## config.mk

```make
export PLATFORM = sky130hd
export DESIGN_NAME = adc_channel_scheduler
export DESIGN_NICKNAME = d
export VERILOG_FILES = /design/src/rtl/adc_sched_pkg.sv /design/src/rtl/sample_tick_gen.sv /design/src/rtl/adc_channel_scheduler.sv
export SDC_FILE = /design/constraint.sdc
export NUM_CORES = 1
export LEC_CHECK = 0
export ABC_AREA = 1
export CAP_MARGIN = 20
export CORE_MARGIN = 4
export CORE_UTILIZATION = 55
export CTS_BUF_LIST = sky130_fd_sc_hd__clkbuf_2 sky130_fd_sc_hd__clkbuf_4 sky130_fd_sc_hd__clkbuf_8
export CTS_CLUSTER_DIAMETER = 30
export CTS_CLUSTER_SIZE = 28
export DETAILED_ROUTE_END_ITERATION = 7
export GPL_TIMING_DRIVEN = 0
export HOLD_SLACK_MARGIN = 0.03
export PLACE_DENSITY = 0.9
export RECOVER_POWER = 25
export SLEW_MARGIN = 20
export SYNTH_ARGS = -nofsm -noshare
export SYNTH_HDL_FRONTEND = slang
export SYNTH_SLANG_ARGS = --single-unit
export TNS_END_PERCENT = 1
```

## constraint.sdc

```tcl
create_clock -name Clk_i -period 2.2 [get_ports Clk_i]
set_input_delay 0.33 -clock Clk_i [delete_from_list [all_inputs] [get_ports Clk_i]]
set_output_delay 0.33 -clock Clk_i [all_outputs]
set_load 0.01 [all_outputs]
```

## src/rtl/adc_sched_pkg.sv

```systemverilog
// Shared types and constants for the ADC channel scheduler: FSM encoding,
// mode/channel codes and UART frame packing helpers.
package adc_sched_pkg;

    typedef enum logic [2:0] {
        StIdle,
        StWaitTick,
        StStart,
        StWaitSpi,
        StSendHi,
        StSendLo
    } sched_state_e;

    localparam logic [1:0] MODE_TEMP = 2'b00;
    localparam logic [1:0] MODE_LDR  = 2'b01;
    localparam logic [1:0] MODE_ALT  = 2'b10;

    localparam logic CH_TEMP = 1'b0;
    localparam logic CH_LDR  = 1'b1;

    localparam int unsigned FRM_CH_BIT     = 7;
    localparam int unsigned FRM_HI_NIB_MSB = 3;
    localparam int unsigned FRM_HI_NIB_LSB = 0;

    // Modes 10 and 11 both alternate, so only the upper mode bit matters.
    function automatic logic is_alt_mode(input logic [1:0] mode);
        return (mode & MODE_ALT) != 2'b00;
    endfunction

    function automatic logic sel_channel(input logic [1:0] mode, input logic alt_ch);
        logic ch;
        if (mode == MODE_TEMP) begin
            ch = CH_TEMP;
        end else if (mode == MODE_LDR) begin
            ch = CH_LDR;
        end else begin
            ch = alt_ch;
        end
        return ch;
    endfunction

    function automatic logic [7:0] hi_byte(input logic ch, input logic [11:0] data);
        logic [7:0] b;
        b = 8'h00;
        b[FRM_CH_BIT] = ch;
        b[FRM_HI_NIB_MSB:FRM_HI_NIB_LSB] = data[11:8];
        return b;
    endfunction

endpackage

```

## src/rtl/sample_tick_gen.sv

```systemverilog
// Periodic sample tick: counts while enabled and emits a registered one-cycle
// pulse on wrap, so the first tick lands SAMPLE_PERIOD_CYC cycles after enable.
module sample_tick_gen #(
    parameter int unsigned SAMPLE_PERIOD_CYC = 50000
) (
    input  logic Clk_i,
    input  logic Reset_i,
    input  logic Enable_i,
    output logic Tick_o
);

    localparam int unsigned   CntW   = $clog2(SAMPLE_PERIOD_CYC);
    localparam logic [CntW-1:0] CntMax = CntW'(SAMPLE_PERIOD_CYC - 1);

    logic [CntW-1:0] cnt_q, cnt_d;
    logic            tick_q, tick_d;
    logic            wrap;

    always_comb begin
        wrap   = Enable_i && (cnt_q == CntMax);
        tick_d = wrap;
        cnt_d  = '0;
        if (Enable_i && !wrap) begin
            cnt_d = cnt_q + CntW'(1);
        end
    end

    always_ff @(posedge Clk_i or posedge Reset_i) begin
        if (Reset_i) begin
            cnt_q  <= '0;
            tick_q <= 1'b0;
        end else begin
            cnt_q  <= cnt_d;
            tick_q <= tick_d;
        end
    end

    assign Tick_o = tick_q;

endmodule

```

## src/rtl/adc_channel_scheduler.sv

```systemverilog
// Sequences periodic conversions on the shared SPI ADC, captures each sample
// and streams it to the UART as a two-byte frame over valid/ready.
module adc_channel_scheduler
    import adc_sched_pkg::*;
#(
    parameter int unsigned SAMPLE_PERIOD_CYC = 50000,
    parameter int unsigned SPI_TIMEOUT_CYC   = 1024,
    parameter int unsigned DATA_W            = 12
) (
    input  logic              Clk_i,
    input  logic              Reset_i,
    input  logic              Enable_i,
    input  logic [1:0]        Mode_i,
    input  logic              Err_clr_i,
    output logic              Spi_start_o,
    output logic              Spi_ch_o,
    input  logic              Spi_done_i,
    input  logic [DATA_W-1:0] Spi_data_i,
    output logic [DATA_W-1:0] Sample_data_o,
    output logic              Sample_ch_o,
    output logic              Sample_valid_o,
    output logic [7:0]        Tx_data_o,
    output logic              Tx_valid_o,
    input  logic              Tx_ready_i,
    output logic              Overrun_o,
    output logic              Timeout_o
);

    localparam int unsigned TmoW = (SPI_TIMEOUT_CYC > 1) ? $clog2(SPI_TIMEOUT_CYC) : 1;
    localparam logic [TmoW-1:0] TmoMax = TmoW'(SPI_TIMEOUT_CYC - 1);

    sched_state_e state_q, state_d;

    logic              tick;
    logic              ch_q, ch_d;
    logic              alt_ch_q, alt_ch_d;
    logic              start_ch;
    logic [TmoW-1:0]   tmo_cnt_q, tmo_cnt_d;
    logic [DATA_W-1:0] sample_data_q, sample_data_d;
    logic              sample_ch_q, sample_ch_d;
    logic              sample_valid_q, sample_valid_d;
    logic [7:0]        tx_data_q, tx_data_d;
    logic              tx_valid_q, tx_valid_d;
    logic              overrun_q, overrun_d;
    logic              timeout_q, timeout_d;
    logic              timeout_set;
    logic              tx_hs;
    logic              tmo_expire;

    sample_tick_gen #(
        .SAMPLE_PERIOD_CYC(SAMPLE_PERIOD_CYC)
    ) u_tick_gen (
        .Clk_i   (Clk_i),
        .Reset_i (Reset_i),
        .Enable_i(Enable_i),
        .Tick_o  (tick)
    );

    assign tx_hs      = tx_valid_q && Tx_ready_i;
    assign tmo_expire = (tmo_cnt_q == TmoMax);
    assign start_ch   = sel_channel(Mode_i, alt_ch_q);

    always_ff @(posedge Clk_i or posedge Reset_i) begin
        if (Reset_i) begin
            state_q <= StIdle;
        end else begin
            state_q <= state_d;
        end
    end

    always_comb begin
        state_d = state_q;
        unique case (state_q)
            StIdle:     if (Enable_i) state_d = StWaitTick;
            StWaitTick: begin
                if (!Enable_i) begin
                    state_d = StIdle;
                end else if (tick) begin
                    state_d = StStart;
                end
            end
            StStart:    state_d = StWaitSpi;
            // done takes priority over a simultaneous timeout expiry
            StWaitSpi: begin
                if (Spi_done_i) begin
                    state_d = StSendHi;
                end else if (tmo_expire) begin
                    state_d = StWaitTick;
                end
            end
            StSendHi:   if (tx_hs) state_d = StSendLo;
            StSendLo:   if (tx_hs) state_d = Enable_i ? StWaitTick : StIdle;
            default:    state_d = StIdle;
        endcase
    end

    // Channel is driven combinationally in START so Mode_i is sampled there only.
    always_comb begin
        Spi_start_o = (state_q == StStart);
        Spi_ch_o    = (state_q == StStart) ? start_ch : ch_q;
    end

    always_comb begin
        ch_d           = ch_q;
        alt_ch_d       = alt_ch_q;
        tmo_cnt_d      = tmo_cnt_q;
        sample_data_d  = sample_data_q;
        sample_ch_d    = sample_ch_q;
        sample_valid_d = 1'b0;
        tx_data_d      = tx_data_q;
        tx_valid_d     = tx_valid_q;
        timeout_set    = 1'b0;
        unique case (state_q)
            StStart: begin
                ch_d      = start_ch;
                tmo_cnt_d = '0;
                if (is_alt_mode(Mode_i)) begin
                    alt_ch_d = ~alt_ch_q;
                end
            end
            StWaitSpi: begin
                if (Spi_done_i) begin
                    sample_data_d  = Spi_data_i;
                    sample_ch_d    = ch_q;
                    sample_valid_d = 1'b1;
                    tx_data_d      = hi_byte(ch_q, Spi_data_i);
                    tx_valid_d     = 1'b1;
                end else if (tmo_expire) begin
                    timeout_set = 1'b1;
                end else begin
                    tmo_cnt_d = tmo_cnt_q + TmoW'(1);
                end
            end
            StSendHi: if (tx_hs) tx_data_d = sample_data_q[7:0];
            StSendLo: if (tx_hs) tx_valid_d = 1'b0;
            default: ;
        endcase
        overrun_d = (tick && (state_q != StWaitTick)) || (overrun_q && !Err_clr_i);
        timeout_d = timeout_set || (timeout_q && !Err_clr_i);
    end

    always_ff @(posedge Clk_i or posedge Reset_i) begin
        if (Reset_i) begin
            ch_q           <= CH_TEMP;
            alt_ch_q       <= CH_TEMP;
            tmo_cnt_q      <= '0;
            sample_data_q  <= '0;
            sample_ch_q    <= 1'b0;
            sample_valid_q <= 1'b0;
            tx_data_q      <= 8'h00;
            tx_valid_q     <= 1'b0;
            overrun_q      <= 1'b0;
            timeout_q      <= 1'b0;
        end else begin
            ch_q           <= ch_d;
            alt_ch_q       <= alt_ch_d;
            tmo_cnt_q      <= tmo_cnt_d;
            sample_data_q  <= sample_data_d;
            sample_ch_q    <= sample_ch_d;
            sample_valid_q <= sample_valid_d;
            tx_data_q      <= tx_data_d;
            tx_valid_q     <= tx_valid_d;
            overrun_q      <= overrun_d;
            timeout_q      <= timeout_d;
        end
    end

    assign Sample_data_o  = sample_data_q;
    assign Sample_ch_o    = sample_ch_q;
    assign Sample_valid_o = sample_valid_q;
    assign Tx_data_o      = tx_data_q;
    assign Tx_valid_o     = tx_valid_q;
    assign Overrun_o      = overrun_q;
    assign Timeout_o      = timeout_q;

endmodule

```

==> run metrics, run 1 <==
vias in the first global route=about 2500; Worst setup EP type=output pin; placed cells=468; maximum buffer depth of the clock tree=2; Max-Cap Viols=0; initial antenna violation count=0; Synth Warn #=0; H-tree depth=3; cell-internal power=0.00285 W; WP data arrival=1.74 ns; synthesized flop and latch total=57; Clock Latency Late Sink=approximately 0.33 ns; antenna diode count=0; sw frac=0.328; Sequential Power Share=0.361; critical path class=flip-flop to output pin; Initial Util=0.565; clock power share=0.294; Hold Crit Class=flip-flop to flip-flop; Cell Count, Final, Fillers Out=486; final hold vios=0; Clock Tree Root=clkbuf_8; outcome=completed; max-slew violation count=0; number of cells on the worst reg-to-reg path=10; Pwr Total=0.00424 W; Final GP Congestion=about 0.9; routed vias/inst=5.21; synthesized area=2890 um^2; worst vdd ir=0.000666 V; CP Data Required Time=around 1.9 ns; period utilization=0.940; via count=roughly 2500; syn avg cell area=slightly above 8 um^2; Lkg Pwr=1.75 nW; post-route minimum period=about 2.1 ns; first-pass GRT wire length=roughly 11 mm; largest net degree at the start of global routing=58; DRT iter0 DRCs=~160; nets=433; register area share after synthesis=0.494; slew margin rel.=0.225; drt pass-1 iters=4; RSZ-0062 raised after global routing=no; Die H=between 80 and 90 um; syn nets=374; Post-DP HPWL=~4.6 mm; hold path depth=1; CP max FO=9; Num CTS Buffers=9; Ports=47; final setup violation count=0; element type at the critical path start=flip-flop; layout cell share with drive strength beyond 1=0.142; All-Layer GR Usage=0.224; Clock Sinks=57; Final ANT Viol Nets=0; P per Cell Area=1140 nW/um^2; final WL=6.84 mm; Mapped Cells=roughly 350; Core Region=5110 um^2; CTS tree=yes; Comb pwr share=0.345; grt ovf=0; Fmax achieved=483 MHz; post-detailed-route wirelength per cell=14.1 um; Worst Max-Slew Pin Slew=between 1 and 1.5 ns; clock-pin slew on the worst setup and hold paths=about 0.07 ns; PortBufs=46; die area=around 6500 um^2; Netlist cell types=32; FP Rows=26; synth-to-layout area growth=28.9%; clock skew=0.00942 ns; die span in x=between 80 and 90 um; P_sw=0.00139 W; DRC violations left=0
-- final cells by class --
type                            count  area, um^2
Buffer                              6        53.8
Clock inverter                      4        98.8
Sequential cell                    57        1430
Tap cell                           70        87.6
Inverter                           42         159
Fill cell                         372        1380
Multi-Input combinational cell    247        1260
Clock buffer                       12         159
Timing Repair Buffer               48         474
-- power groups by stage --
stage	combinational (W)	clock (W)	sequential [W]
after global routing	0.00159	0.00131	0.00156
after global placement	0.00134	0	0.00154
after detailed placement	0.00139	0	0.00154
after floorplan	0.000692	0	0.00160
final	0.00146	0.00125	0.00153
after CTS	0.00141	0.00126	0.00153
-- cells in the final DEF (no fill, tap or decap), drive strengths merged --
cell,instances
nand3,26
nor2,47
dfrtp,57
o21ai,14
clkinv,2
nand4,11
buf,8
a31oi,5
bufinv,3
a211oi,1
nand3b,1
nor3,7
o22ai,1
nor4,1
nand2,117
a21oi,2
ha,2
xor2,9
dlygate4sd2,1
clkdlybuf4s50,44
clkbuf,12
inv,41
xnor2,2
dlygate4sd3,1
o22a,1
-- synth_stat cells --
library cell	count	area, um^2
inv_2	5	18.8
buf_6	1	11.3
a211oi_1	1	7.51
nor2_8	1	20.0
nand2_1	109	409
clkinv_2	1	5.00
o21ai_2	2	17.5
nand3_1	24	120
ha_1	2	25.0
nand3_2	2	20.0
nand2_4	5	56.3
o22a_1	1	8.76
nor4_1	1	6.26
nand4_1	11	68.8
nor3_2	1	10.0
inv_1	36	135
nand2_2	3	18.8
buf_2	3	15.0
buf_12	1	20.0
nor2_1	40	150
o21ai_0	9	45.0
o22ai_1	1	6.26
a21oi_1	2	10.0
nand3b_1	1	7.51
xnor2_1	2	17.5
nor3_1	6	30.0
xor2_1	9	78.8
buf_4	1	7.51
dfrtp_1	57	1430
a31oi_2	5	62.6
o21ai_1	3	15.0
nor2_2	6	37.5
-- worst max-delay path: stages (launching register included) --
cell and delay (ns):
dfrtp_1 0.37, buf_4 0.17, inv_1 0.11, nand3_4 0.13
nor3_1 0.24, a211oi_2 0.09, dlygate4sd2_1 0.30
-- sequential cells by signal, summed over array words and instances, names as in the netlist --
register and count:
alt_ch_q 1, Timeout_o 1, u_tick_gen.cnt_q 16, Tx_valid_o 1
Sample_data_o 12, Tx_data_o 8, u_tick_gen.Tick_o 1, state_q 3
tmo_cnt_q 10, ch_q 1, Sample_ch_o 1, Sample_valid_o 1
Overrun_o 1
-- timing repair --
item	4_1_cts	5_1_grt
endpoints found under the setup margin	1	1
hold buffers	0	0
gates resized for setup	2	3
setup buffers	0	2
-- final timing paths --
check	endpoint	slack, ns	from
worst min-delay path	u_tick_gen.cnt_q[0]$_DFF_PP0_	0.46	u_tick_gen.cnt_q[0]$_DFF_PP0_
worst max-delay path	Spi_ch_o	0.13	state_q[0]$_DFFE_PP0P_
max in group asynchronous	state_q[2]$_DFFE_PP0P_	0.66	Reset_i
worst min register to register	u_tick_gen.cnt_q[0]$_DFF_PP0_	0.46	u_tick_gen.cnt_q[0]$_DFF_PP0_
min in group asynchronous	u_tick_gen.cnt_q[10]$_DFF_PP0_	0.76	Reset_i
worst max register to register	tmo_cnt_q[9]$_DFFE_PP0P_	0.54	tmo_cnt_q[1]$_DFFE_PP0P_
-- kinds of logic (layout without fill, tap and decap cells) --
group,Yosys count,in the layout,share of synthesized area
XOR/XNOR,11,11,0.0334
adder cells (fa/ha/maj),2,2,0.00866
AND/OR/NAND/NOR,210,210,0.331
AO/OA/AOI/OAI,24,24,0.0598
buffers and inverters,48,112,0.0737
flip-flops,57,57,0.494
-- layer usage --
layer / GRT usage / wire [um] / part of all wire / up-vias
li1: - / - / - / 1234
met1: 0.281 / 3010 / 0.44 / 1211
met2: 0.370 / 3430 / 0.50 / 73
met3: 0.0370 / 274 / 0.040 / 16
met4: 0.120 / 121 / 0.018 / 0
met5: 0 / 0 / 0 / -
-- per-stage QoR --
| stage | hold slack, ns | setup TNS, ns | worst slack, ns | utilization | area, um^2 |
|---|---|---|---|---|---|
| finish | 0.464 | 0 | 0.131 | 0.729 | 3720 |
| global route | 0.489 | 0 | 0.00585 | 0.729 | 3720 |
| CTS | 0.467 | 0 | 0.00435 | 0.724 | 3700 |
| detailed placement | 0.459 | -0.0111 | -0.0111 | 0.673 | 3440 |
| global placement | 0.448 | -31.18 | -0.549 | 0.673 | 3440 |
| floorplan | 0.426 | 0 | 0.470 | - | 2890 |
Note: power is estimated with default switching activity, not from simulation.
==> run 2, diff against run 1 <==
--- a/config.mk
+++ b/config.mk
@@ -6,7 +6,6 @@
 export NUM_CORES = 1
 export LEC_CHECK = 0
 export ABC_AREA = 1
-export CAP_MARGIN = 20
 export CORE_MARGIN = 4
 export CORE_UTILIZATION = 55
 export CTS_BUF_LIST = sky130_fd_sc_hd__clkbuf_2 sky130_fd_sc_hd__clkbuf_4 sky130_fd_sc_hd__clkbuf_8
==> results of run 2 <==
Final layout, timing and power as in run 1 (identical DEF).
==> run 3, diff against run 2 <==
--- a/config.mk
+++ b/config.mk
@@ -10,7 +10,6 @@
 export CORE_UTILIZATION = 55
 export CTS_BUF_LIST = sky130_fd_sc_hd__clkbuf_2 sky130_fd_sc_hd__clkbuf_4 sky130_fd_sc_hd__clkbuf_8
 export CTS_CLUSTER_DIAMETER = 30
-export CTS_CLUSTER_SIZE = 28
 export DETAILED_ROUTE_END_ITERATION = 7
 export GPL_TIMING_DRIVEN = 0
 export HOLD_SLACK_MARGIN = 0.03
==> results of run 3 <==
Final layout, timing and power as in run 1 (identical DEF).
